## config.mk

```make
export PLATFORM = sky130hd
export DESIGN_NAME = axi4_lite_slave
export DESIGN_NICKNAME = d
export VERILOG_FILES = /design/src/rtl/axi4_lite_slave.sv
export SDC_FILE = /design/constraint.sdc
export NUM_CORES = 1
export LEC_CHECK = 0
export BUFFER_PORTS_ARGS = -buffer_cell sky130_fd_sc_hd__buf_2
export CAP_MARGIN = 20
export CORE_AREA = 4 4 189 118
export CTS_BUF_LIST = sky130_fd_sc_hd__clkbuf_8
export DETAILED_ROUTE_END_ITERATION = 10
export DIE_AREA = 0 0 193 122
export PLACE_DENSITY_LB_ADDON = 0.05
export SYNTH_ARGS = -nofsm -noshare
export SYNTH_HDL_FRONTEND = slang
export SYNTH_SLANG_ARGS = --single-unit
```

## constraint.sdc

```tcl
create_clock -name A_CLK -period 2.45 [get_ports A_CLK]
set_input_delay 0.245 -clock A_CLK [delete_from_list [all_inputs] [get_ports A_CLK]]
set_output_delay 0.245 -clock A_CLK [all_outputs]
set_load 0.02 [all_outputs]
```

## src/rtl/axi4_lite_slave.sv

```systemverilog
// rtl/axi4_lite_slave.sv - AXI4-Lite slave with a small bank of 32-bit registers
module axi4_lite_slave #(
  parameter int ADDR_WIDTH = 32,
  parameter int DATA_WIDTH = 32,
  parameter int NUM_REGS   = 4
) (
  input  logic                  A_CLK,
  input  logic                  A_RSTn,
  input  logic                  AW_VALID,
  output logic                  AW_READY,
  input  logic [ADDR_WIDTH-1:0] AW_ADDR,
  input  logic                  W_VALID,
  output logic                  W_READY,
  input  logic [DATA_WIDTH-1:0] W_DATA,
  output logic                  B_VALID,
  input  logic                  B_READY,
  output logic [1:0]            B_RESP,
  input  logic                  AR_VALID,
  output logic                  AR_READY,
  input  logic [ADDR_WIDTH-1:0] AR_ADDR,
  output logic                  R_VALID,
  input  logic                  R_READY,
  output logic [DATA_WIDTH-1:0] R_DATA,
  output logic [1:0]            R_RESP
);

  localparam int IDX_W = ADDR_WIDTH - 2;
  localparam int SEL_W = (NUM_REGS > 1) ? $clog2(NUM_REGS) : 1;
  localparam logic [1:0] RESP_OKAY   = 2'b00;
  localparam logic [1:0] RESP_SLVERR = 2'b10;

  typedef enum logic {WR_CAPTURE, WR_RESP} wr_state_t;
  typedef enum logic {RD_IDLE, RD_RESP} rd_state_t;

  // The low two address bits select a byte within the word and are ignored.
  function automatic logic addr_in_range(input logic [ADDR_WIDTH-1:0] a);
    return a[ADDR_WIDTH-1:2] < IDX_W'(NUM_REGS);
  endfunction

  function automatic logic [SEL_W-1:0] addr_sel(input logic [ADDR_WIDTH-1:0] a);
    return a[SEL_W+1:2];
  endfunction

  logic [DATA_WIDTH-1:0] regs [NUM_REGS];

  wr_state_t             wr_state, wr_state_nxt;
  logic                  aw_done, aw_done_nxt;
  logic                  w_done, w_done_nxt;
  logic [ADDR_WIDTH-1:0] wr_addr, wr_addr_nxt;
  logic [DATA_WIDTH-1:0] wr_data, wr_data_nxt;
  logic                  aw_ready_nxt, w_ready_nxt, b_valid_nxt;
  logic [1:0]            b_resp_nxt;
  logic                  wr_en;

  rd_state_t             rd_state, rd_state_nxt;
  logic                  ar_ready_nxt, r_valid_nxt;
  logic [DATA_WIDTH-1:0] r_data_nxt;
  logic [1:0]            r_resp_nxt;

  // Write path: collect AW and W in any order, commit one edge later, then hold B until accepted.
  always_comb begin
    wr_state_nxt = wr_state;
    aw_done_nxt  = aw_done;
    w_done_nxt   = w_done;
    wr_addr_nxt  = wr_addr;
    wr_data_nxt  = wr_data;
    aw_ready_nxt = AW_READY;
    w_ready_nxt  = W_READY;
    b_valid_nxt  = B_VALID;
    b_resp_nxt   = B_RESP;
    wr_en        = 1'b0;
    case (wr_state)
      WR_CAPTURE: begin
        if (aw_done && w_done) begin
          wr_en        = addr_in_range(wr_addr);
          b_valid_nxt  = 1'b1;
          b_resp_nxt   = addr_in_range(wr_addr) ? RESP_OKAY : RESP_SLVERR;
          wr_state_nxt = WR_RESP;
        end else begin
          if (AW_VALID && AW_READY) begin
            wr_addr_nxt  = AW_ADDR;
            aw_done_nxt  = 1'b1;
            aw_ready_nxt = 1'b0;
          end else if (!aw_done) begin
            aw_ready_nxt = 1'b1;
          end
          if (W_VALID && W_READY) begin
            wr_data_nxt = W_DATA;
            w_done_nxt  = 1'b1;
            w_ready_nxt = 1'b0;
          end else if (!w_done) begin
            w_ready_nxt = 1'b1;
          end
        end
      end
      WR_RESP: begin
        if (B_READY) begin
          b_valid_nxt  = 1'b0;
          aw_ready_nxt = 1'b1;
          w_ready_nxt  = 1'b1;
          aw_done_nxt  = 1'b0;
          w_done_nxt   = 1'b0;
          wr_state_nxt = WR_CAPTURE;
        end
      end
      default: wr_state_nxt = WR_CAPTURE;
    endcase
  end

  // Write-path state and registered write-channel outputs.
  always_ff @(posedge A_CLK or negedge A_RSTn) begin
    if (!A_RSTn) begin
      wr_state <= WR_CAPTURE;
      aw_done  <= 1'b0;
      w_done   <= 1'b0;
      wr_addr  <= '0;
      wr_data  <= '0;
      AW_READY <= 1'b0;
      W_READY  <= 1'b0;
      B_VALID  <= 1'b0;
      B_RESP   <= RESP_OKAY;
    end else begin
      wr_state <= wr_state_nxt;
      aw_done  <= aw_done_nxt;
      w_done   <= w_done_nxt;
      wr_addr  <= wr_addr_nxt;
      wr_data  <= wr_data_nxt;
      AW_READY <= aw_ready_nxt;
      W_READY  <= w_ready_nxt;
      B_VALID  <= b_valid_nxt;
      B_RESP   <= b_resp_nxt;
    end
  end

  // Register bank; a read sampling at the commit edge sees the old value.
  always_ff @(posedge A_CLK or negedge A_RSTn) begin
    if (!A_RSTn) begin
      for (int i = 0; i < NUM_REGS; i++) regs[i] <= '0;
    end else if (wr_en) begin
      regs[addr_sel(wr_addr)] <= wr_data;
    end
  end

  // Read path: AR handshake loads R directly, R handshake reopens AR.
  always_comb begin
    rd_state_nxt = rd_state;
    ar_ready_nxt = AR_READY;
    r_valid_nxt  = R_VALID;
    r_data_nxt   = R_DATA;
    r_resp_nxt   = R_RESP;
    case (rd_state)
      RD_IDLE: begin
        if (AR_VALID && AR_READY) begin
          ar_ready_nxt = 1'b0;
          r_valid_nxt  = 1'b1;
          if (addr_in_range(AR_ADDR)) begin
            r_data_nxt = regs[addr_sel(AR_ADDR)];
            r_resp_nxt = RESP_OKAY;
          end else begin
            r_data_nxt = '0;
            r_resp_nxt = RESP_SLVERR;
          end
          rd_state_nxt = RD_RESP;
        end else begin
          ar_ready_nxt = 1'b1;
        end
      end
      RD_RESP: begin
        if (R_READY) begin
          r_valid_nxt  = 1'b0;
          ar_ready_nxt = 1'b1;
          rd_state_nxt = RD_IDLE;
        end
      end
      default: rd_state_nxt = RD_IDLE;
    endcase
  end

  // Read-path state and registered read-channel outputs.
  always_ff @(posedge A_CLK or negedge A_RSTn) begin
    if (!A_RSTn) begin
      rd_state <= RD_IDLE;
      AR_READY <= 1'b0;
      R_VALID  <= 1'b0;
      R_DATA   <= '0;
      R_RESP   <= RESP_OKAY;
    end else begin
      rd_state <= rd_state_nxt;
      AR_READY <= ar_ready_nxt;
      R_VALID  <= r_valid_nxt;
      R_DATA   <= r_data_nxt;
      R_RESP   <= r_resp_nxt;
    end
  end

endmodule

```

==> metrics, run 1 <==
top routing layer used=met4; WL met2=10,600 um; post-CTS setup buffers=0; CP endpoint kind=register; switch share=28.7%; layout cells sized above 1=49.2%; Tot Pwr=9.90 mW; final cell area excluding filler cells=12,300 sq um; Yosys cell types=35; placed cells=1,038; vias in the first global route=6,582; global route total overflow=0; GRT Resource Usage Total=19.1%; most frequent cells in the layout=dfrtp_1, mux2_2, buf_2; reg2reg setup slack=0.27 ns; Root Driver=clkbuf_8; Final nets=965; Synth Area in Compound Gates=2.55%; Post-synth EDFFs=0; drt pass-1 iters=4; Reg clk slew, reported paths=0.06 ns; area growth from synthesis to layout=24.1%; simple-gate area share of the yosys netlist=4.87%; Fin Clk Skew=0.0263 ns; CP Class=register to register; TritonCTS clock tree=yes; post-synthesis xor/xnor area fraction=0%; Routability Congestion=0.764; commonest non-fill, non-tap cell in the layout=dfrtp_1; Fin. Hold Viols=0; yosys warns=0; total length of routed wires=22,000 um; Final ANT Viol Nets=0; largest net degree at the start of global routing=81; worst setup margin=0.268 ns; worst setup path start=wr_addr[17]; HP Class=input pin to register; Initial Util=48.2%; status=completed; DP Area=10,900 sq um; CP arrival=2.58 ns; ys flop type=dfrtp_1; Post-route DRC=0; Worst-Margin Slew=0.620 ns; clk_lat worst skew=0.52 ns; Util after Layout=59.8%; period utilisation layout=89.1%; WL met1=10,100 um; clock buffer depth=3; Clk pwr share=32.4%; Final setup viols=0; Layout Cells excl Fill=1,168; Synth Register Bits=233; Async S/R FF share, synth=100%; max_cap viols=0; Place WS=0.219 ns; die area=23,500 sq um; number of buffers created by CTS=37; end of the worst register-to-register path=regs[31]; initial DRC count=156; antenna violations before repair=0; Max Clock Freq=0.458 GHz; Reg2Reg Depth=5; CTS resizes=0; ant diodes=0; Period minus WS final=2.18 ns; fraction of synthesized area in multiplexers=29.8%; worst hold margin=0.0511 ns; Core ar.=20,600 sq um; IO Port Bufs=137; Reg power frac=51.4%; Core Rows=41; CP max FO=12; startpoint types=register; Worst Setup EP=regs[31]; RSZ-0062 raised after global routing=false; largest family of logic cells by synthesized area=multiplexers; Slew headroom=58.7%; Power Internal=7.06 mW; average wire per standard cell=18.8 um; Synth Area in Adders=0%; Die Span Y=122 um; DR vias=6,007; detailed placement HPWL=13,400 um; final slew viol count=0; first-pass GRT wire length=35,300 um; H-tree depth=2; WP data required=2.85 ns; I/O pins=144; Seq/Total Area, Yosys=58.8%; Sw Pwr=2.84 mW; post-synthesis cell count=641; met3 WL=1040 um; vias per inst=5.14; Cell Area, Synth=9910 sq um; Pleak=5.86 nW; power per standard cell area=806 nW/um^2; Setup TNS=0 ns; combinational power share=16.2%; Syn Area/Cell=15.5 sq um; Peak VDD IR=413 uV; Die X=193 um; Hold-fix buffers, CTS=63; worst r2r src=wr_addr[17]; Clock Sinks=233
-- layer usage --
layer | up-vias | global-route usage [%]
met5 | - | 0
met4 | 0 | 4.20
met3 | 27 | 3.69
met2 | 135 | 31.7
met1 | 3113 | 26.5
li1 | 2732 | -
-- worst min-delay path by stage --
stage / startpoint / endpoint / slack (ns) / cells past startpoint
after floorplan: A_RSTn / AR_READY / -0.05 / 0
after global placement: A_RSTn / wr_data[25] / 0.26 / 1
after detailed placement: A_RSTn / wr_data[25] / 0.27 / 1
after CTS: AW_ADDR[11] / wr_addr[11] / 0.0005 / 2
after global routing: B_READY / B_VALID / 0.06 / 3
final: B_READY / B_VALID / 0.05 / 3
-- power by group through the flow --
stage	clock [mW]	combinational [mW]	sequential [mW]
after floorplan	0	1.07	5.01
after global placement	0	1.51	5.08
after detailed placement	0	1.56	5.15
after CTS	3.34	1.65	5.09
after global routing	3.51	1.77	5.18
final	3.21	1.61	5.09
-- logic make-up after synthesis --
family | after synthesis
AO/OA/AOI/OAI | 46
buffers and inverters | 72
flip-flops | 233
multiplexers | 220
other | 1
AND/OR/NAND/NOR | 69
-- sequential cells by signal, summed over array words and instances, names as in the netlist --
name	count
R_RESP	1
wr_data	32
R_DATA	32
wr_addr	30
R_VALID	1
wr_state	1
AR_READY	1
B_VALID	1
B_RESP	1
W_READY	1
AW_READY	1
aw_done	1
w_done	1
rd_state	1
regs	128
-- worst max-delay path: stages (launching register included) --
cell     delay, ns
dfrtp_1       0.38
nor4_2        0.34
nand4_2       0.34
nor4_4        0.32
buf_4         0.34
mux2_2        0.36
-- cells in the mapped netlist, types with 2 or more instances --
| cell type | n | area share, % |
|---|---|---|
| mux4_2 | 32 | 7.3 |
| nor4_2 | 4 | 0.51 |
| nor2_1 | 4 | 0.15 |
| mux2_1 | 3 | 0.34 |
| o21ai_0 | 26 | 1.3 |
| a21oi_1 | 4 | 0.20 |
| and3_1 | 2 | 0.13 |
| nand2_1 | 39 | 1.5 |
| buf_2 | 4 | 0.20 |
| nor4_4 | 7 | 1.5 |
| nor4_1 | 6 | 0.38 |
| clkbuf_2 | 3 | 0.15 |
| buf_1 | 5 | 0.19 |
| dfrtp_1 | 233 | 59 |
| buf_4 | 2 | 0.15 |
| buf_8 | 3 | 0.45 |
| buf_6 | 9 | 1.0 |
| inv_1 | 37 | 1.4 |
| a21o_1 | 3 | 0.23 |
| o21ai_1 | 9 | 0.45 |
| clkbuf_1 | 9 | 0.34 |
| mux2_2 | 155 | 18 |
| mux2_4 | 30 | 4.5 |
-- final cells by class --
class,instances,area [sq um]
Fill cell,1603,8280
Sequential cell,233,5830
Multi-Input combinational cell,337,3700
Timing Repair Buffer,216,1550
Clock buffer,47,647
Tap cell,279,349
Inverter,37,139
Clock inverter,19,78.8
(Power assumes the default switching activity.)
==> run 2, diff against run 1 <==
- CORE_AREA: 4 4 189 118 -> 4 4 170 131
- DIE_AREA: 0 0 193 122 -> 0 0 174 135
- HOLD_SLACK_MARGIN: not set -> 0.06
- clock period: 2.45 -> 1.96 ns (I/O delays scaled with it)
==> metrics, run 2 (synthesized netlist as in run 1, its figures left out) <==
status=finished, violations left; violated checks=negative setup slack; max reg flops=128 (unchanged); antenna violations before repair=0 (unchanged); max_cap viols=0 (unchanged); Core Rows=46 (+12%); DR vias=6,177 (+2.8%); Clock Sinks=233 (unchanged); GRT Resource Usage Total=19.3% (+0.20 points); power per standard cell area=956 nW/um^2 (+19%); critical path, cell by cell=nor4_4, nand4_4, buf_12, nor4_4, buf_6, clkbuf_16, mux2_4; Pleak=6.16 nW (+5.1%); placed cells=1,035 (-0.29%); CP endpoint kind=register; Final nets=998 (+3.4%); Die Span Y=135 um (+11%); detailed placement HPWL=13,400 um (about the same); largest net degree at the start of global routing=71 (-12%); CP Class=register to register; CP max FO=6 (-6); final slew viol count=0 (unchanged); global route total overflow=0 (unchanged); Initial Util=47.8% (-0.35 points); IO Port Bufs=137 (unchanged); drt pass-1 iters=4 (unchanged); worst setup path start=wr_addr[12]; Slew headroom=64.7% (+6.0 points); Power Internal=8.95 mW (+27%); clock buffer depth=3 (unchanged); Root Driver=clkbuf_8; Core ar.=20,700 sq um (+0.72%); die area=23,500 sq um (-0.24%); Sw Pwr=3.64 mW (+28%); startpoint types=register; Period minus WS final=2.11 ns (-0.0694 ns); Final ANT Viol Nets=0 (unchanged); worst setup margin=-0.153 ns (-0.421 ns); final cell area excluding filler cells=13,200 sq um (+7.1%); Final setup viols=127 (+127); initial DRC count=242 (+55%); Util after Layout=63.6% (+3.8 points); Layout Cells excl Fill=1,178 (+0.86%); Worst-Margin Slew=0.529 ns (-0.0904 ns); Reg power frac=51.1% (-0.3 points); switch share=28.9% (+0.25 points); H-tree depth=2 (unchanged); number of buffers created by CTS=39 (+5.4%); Crit path buffers/inverters=3 (+2); I/O pins=144 (unchanged); crit-path leading delay family=simple AND/OR/NAND/NOR gates; ant diodes=0 (unchanged); Clk pwr share=31.5% (-0.9 points); clk_lat worst skew=0.52 ns (about the same); Largest Register=regs; area growth from synthesis to layout=32.9%; Worst path max stage delay=0.40 ns (+0.02 ns); most common cell type on the critical path=nor4_4; worst r2r src=wr_addr[12]; period utilisation layout=108% (+19 points); vias per inst=5.24 (+2.0%); total length of routed wires=23,100 um (+5.2%); Tot Pwr=12.6 mW (+27%); first-pass GRT wire length=36,300 um (+2.8%); Post-route DRC=0 (unchanged); Fin. Hold Viols=0 (unchanged); Critical-path top delay cell=dfrtp_1; DP Area=11,100 sq um (+1.6%); layout cells sized above 1=51.2% (+2.0 points); vias in the first global route=6,808 (+3.4%); WP data required=2.36 ns (-0.49 ns); combinational power share=17.4% (+1.2 points); Max Clock Freq=0.473 GHz (+3.3%); average wire per standard cell=19.6 um (+4.3%); CP arrival=2.51 ns (-0.07 ns); Peak VDD IR=952 uV (+130%); Fin Clk Skew=0.0149 ns (-0.0114 ns); TritonCTS clock tree=yes; Routability Congestion=0.781 (+2.2%); HP Class=input pin to asynchronous set/reset pin; worst hold margin=0.221 ns (+0.170 ns); commonest non-fill, non-tap cell in the layout=dfrtp_1; biggest regs=regs: 128 flops, R_DATA: 32 flops, wr_data: 32 flops; most frequent cells in the layout=dfrtp_1, buf_2, mux2_4; RSZ-0062 raised after global routing=true; Reg clk slew, reported paths=0.06 ns (about the same); Die X=174 um (-9.8%)
run 2: changes by cell type in the layout (fill, tap and decap cells not counted), sizes merged:
| cell | previous run | this run |
|---|---|---|
| buf | 152 | 177 |
| inv | 52 | 47 |
| clkbuf | 47 | 51 |
| dlygate4sd3 | 64 | 66 |
| clkinv | 3 | 2 |
run 2: cell type report:
class                      count  area (sq um)
timing repair buffer         247          2080
inverter                      37           139
clock inverter                13          55.1
tap                          264           330
fill                        1536          7550
clock buffer                  47           647
sequential                   233          5830
multi-input combinational    337          4090
run 2: worst register-to-register path, delay by kind of cell (launching register included):
| family | cells | cell delay, ns |
|---|---|---|
| multiplexers | 1 | 0.30 |
| flip-flops | 1 | 0.40 |
| buffers and inverters | 3 | 0.59 |
| AND/OR/NAND/NOR | 3 | 0.69 |
run 2: what timing repair did:
item                                    CTS  global route
setup buffers                             4             6
endpoints found under the setup margin  128           128
hold buffers                             66             0
pin swaps                                 3             6
gates cloned                              2             6
resized for setup                        50            73
endpoints found under the hold margin   133             0
run 2: worst paths after layout:
path | depth (start not counted) | end | slack [ns]
min in group A_CLK | 4 | w_done | 0.30
max | 7 | regs[84] | -0.15
max reg2reg | 7 | regs[84] | -0.15
min reg2reg | 2 | R_DATA[12] | 0.47
max in group asynchronous | 3 | wr_data[24] | 0.96
min | 2 | R_DATA[8] | 0.22
run 2: through the flow:
stage,setup WS [ns],setup TNS [ns]
after floorplan,-0.0455,-1.36
after global placement,-0.129,-12.79
after detailed placement,-0.166,-15.97
after CTS,-0.198,-19.00
after global routing,-0.263,-26.51
final,-0.153,-13.94
run 2: power groups by stage:
stage	registers (mW)	clock network [mW]	logic (mW)
2_1_floorplan	6.26	0	1.34
3_3_place_gp	6.35	0	2.00
3_5_place_dp	6.43	0	2.07
4_1_cts	6.38	4.11	2.20
5_1_grt	6.56	4.33	2.39
6_report	6.44	3.96	2.19
run 2: routing by layer:
layer | up-vias | routed length (um) | GRT usage [%]
li1 | 2798 | - | -
met1 | 3189 | 10600 | 26.6
met2 | 159 | 10700 | 31.3
met3 | 31 | 1440 | 4.25
met4 | 0 | 359 | 5.49
met5 | - | 0 | 0
==> run 3, diff against run 2 <==
--- a/config.mk
+++ b/config.mk
@@ -9,6 +9,6 @@
 export CAP_MARGIN = 20
-export CORE_AREA = 4 4 170 131
+export CORE_AREA = 2 2 168 129
 export CTS_BUF_LIST = sky130_fd_sc_hd__clkbuf_8
 export DETAILED_ROUTE_END_ITERATION = 10
-export DIE_AREA = 0 0 174 135
+export DIE_AREA = 0 0 170 131
 export HOLD_SLACK_MARGIN = 0.06
--- a/constraint.sdc
+++ b/constraint.sdc
@@ -3,2 +3,2 @@
 set_output_delay 0.196 -clock A_CLK [all_outputs]
-set_load 0.02 [all_outputs]
+set_load 0.05 [all_outputs]
==> metrics, run 3 (synthesized netlist as in run 1, its figures left out) <==
status=finished, violations left; violated checks=negative setup slack; Final ANT Viol Nets=0 (unchanged); period utilisation layout=107% (-1.2 points); Reg power frac=51.0% (about the same); Worst path max stage delay=0.41 ns (about the same); Core Rows=46 (unchanged); biggest regs=regs: 128 flops, R_DATA: 32 flops, wr_data: 32 flops; Die Span Y=131 um (-3.0%); DP Area=11,100 sq um (-0.16%); startpoint types=register; Max Clock Freq=0.478 GHz (+1.1%); final cell area excluding filler cells=13,100 sq um (-0.48%); Pleak=6.16 nW (about the same); IO Port Bufs=137 (unchanged); Largest Register=regs; final slew viol count=0 (unchanged); most frequent cells in the layout=dfrtp_1, buf_2, mux2_4; critical path, cell by cell=nor4_4, nand4_2, buf_6, nor4_4, buf_6, clkbuf_16, mux2_4; Power Internal=8.87 mW (-0.84%); Post-route DRC=0 (unchanged); number of buffers created by CTS=38 (-2.6%); Root Driver=clkbuf_8; GRT Resource Usage Total=21.4% (+2.1 points); antenna violations before repair=0 (unchanged); Period minus WS final=2.09 ns (-0.0229 ns); global route total overflow=0 (unchanged); Sw Pwr=3.75 mW (+3.0%); max reg flops=128 (unchanged); vias in the first global route=6,630 (-2.6%); power per standard cell area=963 nW/um^2 (+0.74%); commonest non-fill, non-tap cell in the layout=dfrtp_1; max_cap viols=0 (unchanged); detailed placement HPWL=13,500 um (+0.26%); I/O pins=144 (unchanged); DR vias=6,138 (-0.63%); Fin Clk Skew=0.0185 ns (+0.00363 ns); area growth from synthesis to layout=32.3%; clock buffer depth=3 (unchanged); clk_lat worst skew=0.51 ns (about the same); Tot Pwr=12.6 mW (+0.26%); TritonCTS clock tree=yes; Critical-path top delay cell=dfrtp_1; RSZ-0062 raised after global routing=true; Core ar.=20,700 sq um (unchanged); Clock Sinks=233 (unchanged); CP max FO=7 (+1); average wire per standard cell=19.7 um (+0.38%); worst hold margin=0.220 ns (-0.000935 ns); WP data required=2.35 ns (about the same); Initial Util=47.8% (unchanged); Peak VDD IR=877 uV (-7.8%); die area=22,300 sq um (-5.2%); largest net degree at the start of global routing=60 (-15%); switch share=29.7% (+0.78 points); CP Class=register to register; CP arrival=2.48 ns (-0.03 ns); ant diodes=0 (unchanged); combinational power share=18.2% (+0.8 points); HP Class=input pin to asynchronous set/reset pin; Clk pwr share=30.8% (-0.7 points); Final nets=992 (-0.60%); Layout Cells excl Fill=1,177 (-0.085%); layout cells sized above 1=50.5% (-0.71 points); total length of routed wires=23,200 um (+0.29%); Fin. Hold Viols=0 (unchanged); Routability Congestion=0.775 (-0.72%); CP endpoint kind=register; worst setup margin=-0.130 ns (+0.0229 ns); first-pass GRT wire length=36,700 um (+1.2%); Final setup viols=128 (+0.79%); initial DRC count=231 (-4.5%); Filler cells=1,592 (+3.6%); Die X=170 um (-2.3%); Reg clk slew, reported paths=0.06 ns (about the same); H-tree depth=2 (unchanged); drt pass-1 iters=4 (unchanged); placed cells=1,036 (+0.097%); vias per inst=5.21 (-0.55%)
==> run 3: changes by cell type in the layout (fill, tap and decap cells not counted), sizes merged <==
cell and delta:
buf -2, clkinvlp -1, clkbuf -4, inv +7
dlygate4sd3 -1
==> run 3: metrics by stage <==
stage | setup slack [ns] | setup TNS, ns | utilization (%)
2_1_floorplan | -0.0455 | -1.36 | -
4_1_cts | -0.155 | -13.92 | 62.8
3_3_place_gp | -0.145 | -16.63 | 53.5
3_5_place_dp | -0.188 | -20.45 | 53.5
6_report | -0.130 | -13.71 | 63.3
5_1_grt | -0.242 | -26.10 | 63.3
==> run 3: routing by layer <==
layer | track usage, % | up-vias | share of wire (%)
li1 | - | 2789 | -
met1 | 30.0 | 3157 | 47
met2 | 35.4 | 161 | 47
met3 | 4.07 | 31 | 4.3
met4 | 4.78 | 0 | 1.1
met5 | 0 | - | 0
==> run 3: area by class of cell <==
type,count,area [sq um],area share (%)
sequential,233,5830,44.5
multi-input combinational,337,4090,31.2
timing repair buffer,242,2030,15.5
clock buffer,45,619,4.73
tap,264,330,2.52
inverter,37,139,1.06
clock inverter,19,73.8,0.563
==> run 3: path summary, 6_finish.rpt <==
path                              from  slack, ns  cells after the start         end
setup / recovery           wr_addr[18]      -0.13                      7    regs[89]
hold / removal                  A_RSTn       0.22                      2  R_DATA[10]
setup reg to reg           wr_addr[18]      -0.13                      7    regs[89]
hold reg to reg              R_DATA[9]       0.47                      2   R_DATA[9]
max in group asynchronous       A_RSTn       0.99                      3   regs[109]
min in group A_CLK            AW_VALID       0.29                      4    AW_READY
==> run 3: what timing repair did <==
action / in CTS / in global routing
pin swaps: 9 / 2
cloned: 6 / 2
hold buffers: 65 / 0
setup buffers: 5 / 0
setup endpoints to repair: 128 / 128
resized for setup: 109 / 13
hold endpoints to repair: 188 / 0
==> run 3: power groups by stage <==
| stage | Clock (mW) | Sequential [mW] | Combinational (mW) |
|---|---|---|---|
| floorplan | 0 | 6.36 | 1.35 |
| global placement | 0 | 6.35 | 2.11 |
| detailed placement | 0 | 6.43 | 2.18 |
| CTS | 4.00 | 6.42 | 2.32 |
| global route | 4.23 | 6.57 | 2.50 |
| finish | 3.88 | 6.44 | 2.30 |
==> run 3: worst max-delay path, delay by kind of cell (launching register included) <==
family / cells / cell delay (ns)
AND/OR/NAND/NOR: 3 / 0.68
buffers and inverters: 3 / 0.56
flip-flops: 1 / 0.41
multiplexers: 1 / 0.30
